[src/rtl/pipe_stage_reg.sv]
// rtl/pipe_stage_reg.sv - parametrised pipeline boundary register with stall/bubble/flush handling and event counters
module pipe_stage_reg #(
    parameter int                       DATA_W  = 32,
    parameter int                       LANES   = 4,
    parameter int                       STALL_W = 6,
    parameter int                       STAGE   = 2,
    parameter logic [DATA_W*LANES-1:0]  BUBBLE  = '0,
    parameter int                       CNT_W   = 16
) (
    input  logic                      clk,
    input  logic                      rst,
    input  logic [STALL_W-1:0]        stall,
    input  logic                      flush,
    input  logic                      in_valid,
    input  logic [DATA_W*LANES-1:0]   in_data,
    input  logic                      in_next_in_delayslot,
    output logic                      out_valid,
    output logic [DATA_W*LANES-1:0]   out_data,
    output logic                      out_is_in_delayslot,
    input  logic                      cnt_clr,
    output logic [CNT_W-1:0]          bubble_cnt,
    output logic [CNT_W-1:0]          flush_cnt
);

    if (STAGE < 0 || STAGE > STALL_W - 2) begin : g_bad_stage
        $error("pipe_stage_reg: STAGE must lie in 0..STALL_W-2");
    end

    typedef enum logic [1:0] {
        OP_FLUSH,
        OP_BUBBLE,
        OP_PASS,
        OP_HOLD
    } op_e;

    op_e op;

    logic up_stall;
    logic dn_stall;

    assign up_stall = stall[STAGE];
    assign dn_stall = stall[STAGE+1];

    // Upstream running with downstream stopped is unreachable; it falls through to PASS.
    always_comb begin
        op = OP_HOLD;
        if (flush) begin
            op = OP_FLUSH;
        end else if (up_stall && !dn_stall) begin
            op = OP_BUBBLE;
        end else if (!up_stall) begin
            op = OP_PASS;
        end
    end

    always_ff @(posedge clk) begin
        if (rst) begin
            out_valid           <= 1'b0;
            out_data            <= BUBBLE;
            out_is_in_delayslot <= 1'b0;
        end else begin
            case (op)
                OP_FLUSH: begin
                    out_valid           <= 1'b0;
                    out_data            <= BUBBLE;
                    out_is_in_delayslot <= 1'b0;
                end
                OP_BUBBLE: begin
                    out_valid <= 1'b0;
                    out_data  <= BUBBLE;
                end
                OP_PASS: begin
                    out_valid           <= in_valid;
                    out_data            <= in_valid ? in_data : BUBBLE;
                    out_is_in_delayslot <= in_next_in_delayslot;
                end
                default: begin
                end
            endcase
        end
    end

    // Counters saturate at all-ones; a clear beats a same-cycle increment.
    always_ff @(posedge clk) begin
        if (rst || cnt_clr) begin
            bubble_cnt <= '0;
            flush_cnt  <= '0;
        end else begin
            if (op == OP_BUBBLE && bubble_cnt != {CNT_W{1'b1}}) begin
                bubble_cnt <= bubble_cnt + 1'b1;
            end
            if (op == OP_FLUSH && flush_cnt != {CNT_W{1'b1}}) begin
                flush_cnt <= flush_cnt + 1'b1;
            end
        end
    end

    illegal_stall_combo: assert property (@(posedge clk) disable iff (rst)
        !(!up_stall && dn_stall))
        else $error("pipe_stage_reg: downstream stalled while upstream runs");

endmodule

[config.mk]
export PLATFORM = sky130hd
export DESIGN_NAME = pipe_stage_reg
export DESIGN_NICKNAME = d
export VERILOG_FILES = /design/src/rtl/pipe_stage_reg.sv
export SDC_FILE = /design/constraint.sdc
export NUM_CORES = 1
export LEC_CHECK = 0
export CAP_MARGIN = 20
export CORE_ASPECT_RATIO = 1.25
export CORE_MARGIN = 3
export CORE_UTILIZATION = 43
export DETAILED_ROUTE_END_ITERATION = 7
export PLACE_DENSITY = 0.86
export SLEW_MARGIN = 15
export SYNTH_ARGS = -nofsm -noshare
export SYNTH_HDL_FRONTEND = slang
export SYNTH_SLANG_ARGS = --single-unit
[constraint.sdc]
create_clock -name clk -period 4.6 [get_ports clk]
set_clock_uncertainty 0.2 [all_clocks]
set_input_delay 0.92 -clock clk [delete_from_list [all_inputs] [get_ports clk]]
set_output_delay 0.92 -clock clk [all_outputs]
set_load 0.01 [all_outputs]
==> results.json <==
{
  "status": "finished clean",
  "ys_warn_count": 0,
  "fin_crit_ps": 3054,
  "fillers": 983,
  "mostFrequentLayoutCell": "clkdlybuf4s50_1",
  "antenna_found_initial": 0,
  "cp-end-kind": "flip-flop",
  "final-max-slew-violation-count": 0,
  "h-tree-depth": 4,
  "rows": 47,
  "multi_input_area_um2": 2464,
  "cp_cell_sequence": "clkdlybuf4s50_1 -> or3b_4 -> or4_4 -> or4_1 -> a21oi_1",
  "clock_latency_ps": 410,
  "synth_area_um2": 5921,
  "cp_data_required_time_ps": 4740,
  "die_x_um": 111.0,
  "synth_ff_type": "dfxtp_1",
  "core_area_um2": 13350,
  "leakagePower_uw": 0.003249,
  "grt_max_degree": 130,
  "yosysUniqueCellTypes": 38,
  "dp_cells": 1061,
  "slew_headroom_pct": 51.11,
  "clk_pin_slew_worst_paths_ps": 70,
  "fin_setup_tns_ps": 0,
  "post_cts_buffers": 0,
  "cellPowerDensity_nw_per_um2": 324.5,
  "crit_type": "in2reg",
  "seqPwrFrac_pct": 46.4,
  "ant_nets": 0,
  "hold_violations": 0,
  "critPathTopFamily": "simple AND/OR/NAND/NOR gates",
  "cts-root-buf": "clkbuf_16",
  "track_usage_pct": 24.61,
  "async_flop_share_pct": 0,
  "chipHeight_um": 137.2,
  "cts_sinks": 162,
  "via_per_inst": 5.556,
  "cp-start-kind": "input pin",
  "clockBufferDepth": 2,
  "grt_pass1_vias": 5931,
  "synthCells": 640,
  "worst-slew-pin-transition_ps": 733.3,
  "io_pins": 302,
  "initial_core_util_pct": 44.35,
  "syn_area_per_cell_um2": 9.251,
  "cts_resized": 0,
  "hold_buffers": 0,
  "nNetsFinal": 1051,
  "path_buf_inv": 1,
  "ir_drop_mv": 0.2024,
  "place_congestion": 0.8844,
  "wirelength_mm": 19.72,
  "final-setup-viol-count": 0,
  "cp_max_fo": 11,
  "tritoncts": "built",
  "slowest_stage": "clkdlybuf4s50_1",
  "intPower_uw": 2352,
  "overflow": 0,
  "io_buffers": 297,
  "power.share.clock_pct": 44.9,
  "die-area_um2": 15220,
  "min-delay-path-class": "reg2reg",
  "cp.arrival_ps": 3200,
  "final_util_pct": 71.49,
  "mostFrequentLayoutCells": "clkdlybuf4s50_1 (296), dfxtp_1 (162), nor2_1 (134)",
  "regArea_um2": 3243,
  "antenna_cells": 0,
  "synth.net_count": 782,
  "pwr-share-comb_pct": 8.7,
  "remaining_drc_errors": 0,
  "cts_buffers": 17,
  "grt_pass1_wl_mm": 30.39,
  "synth_edf_count": 0,
  "hpwl_mm": 13.46,
  "drive_gt1_share_pct": 5.098,
  "cpPeakStageDelay_ps": 600,
  "swShare_pct": 24.04,
  "ys_ff_latch": 162,
  "max_freq_mhz": 327.4,
  "via_count": 6073,
  "drv_cap": 0,
  "stdcell_count": 1093,
  "dr.first_iter.drc_count": 431,
  "wl_per_cell_um": 18.04,
  "rsz0062_at_grt": "no",
  "first_pass_iters": 5,
  "yosysSeqAreaShare_pct": 54.78,
  "fin_crit_sh_pct": 66.39,
  "net-switching-power_uw": 744.4,
  "area_delta_synth_final_pct": 61.18
}
layout make-up:
type	instances	share of cell area (%)
clock inverter	15	1.560
inverter	4	0.1573
multi-input combinational	422	25.82
timing repair buffer	302	31.78
sequential	162	33.98
clock buffer	17	4.458
tap	171	2.242
power groups by stage:
| stage | combinational, uW | sequential [uW] | clock [uW] |
|---|---|---|---|
| after CTS | 272 | 1440 | 1410 |
| after global placement | 267 | 1470 | 0 |
| after global routing | 290 | 1440 | 1460 |
| final | 271 | 1440 | 1390 |
| after detailed placement | 271 | 1470 | 0 |
| after floorplan | 79.3 | 1480 | 0 |
layer usage:
metal	share of wire [%]	global-route usage (%)	up-vias
met5	0	0	-
met4	3.0	9.788	0
met3	8.8	9.534	42
met2	50	42.21	266
met1	39	27.70	2870
li1	-	-	2895
cell usage after synthesis (2+ instances only):
| library cell | instances | area, um^2 |
|---|---|---|
| or4_1 | 13 | 97.59 |
| and4_1 | 6 | 52.55 |
| nor3_1 | 7 | 35.03 |
| nand4_1 | 13 | 81.33 |
| nand3_1 | 14 | 70.07 |
| or3_1 | 7 | 43.79 |
| a22oi_1 | 128 | 960.9 |
| nor2_1 | 134 | 503.0 |
| o21ai_0 | 11 | 55.05 |
| a31oi_1 | 2 | 12.51 |
| and3_1 | 3 | 18.77 |
| dfxtp_1 | 162 | 3243 |
| nor4_1 | 4 | 25.02 |
| clkbuf_1 | 50 | 187.7 |
| o31ai_1 | 14 | 105.1 |
| mux2i_1 | 2 | 20.02 |
| inv_1 | 4 | 15.01 |
| a21oi_1 | 28 | 140.1 |
| nand2_1 | 16 | 60.06 |
| ha_1 | 2 | 25.02 |
| or3_2 | 2 | 15.01 |
| nor3b_1 | 2 | 15.01 |
worst paths after layout:
kind | depth (start not counted) | start | slack (ps) | endpoint
max reg2reg | 5 | bubble_cnt[0] | 2350 | bubble_cnt[3]
min | 2 | out_data[91] | 300 | out_data[91]
min reg2reg | 2 | out_data[91] | 300 | out_data[91]
max | 5 | flush | 1550 | bubble_cnt[13]
logic make-up after synthesis:
logic type,after synthesis,synth area share [%]
simple gates,230,18.45
buf+inv,56,3.762
mux,2,0.3381
flops,162,54.78
xor+xnor,1,0.1480
fa+ha+maj,2,0.4226
compound gates,187,22.10
state kept, by name, indices dropped and copies added, names as in the netlist:
signal	cells
bubble_cnt	16
flush_cnt	16
out_data	128
out_is_in_delayslot	1
out_valid	1
tightest hold or removal path: stages, from the launching register on:
cell     delay, ps
dfxtp_1        330
a22oi_1         60
nor2_1          70
stage by stage:
step	hold slack, ps	setup WS, ps	area [um^2]	power, uW
after floorplan	316.1	1905	5921	1557
after global placement	268.1	1146	8969	1734
after detailed placement	282.8	1117	8969	1739
after CTS	302.0	1559	9543	3117
after global routing	320.7	1417	9543	3190
final	297.7	1546	9543	3096
No activity file was read; power rests on OpenSTA's default activity.
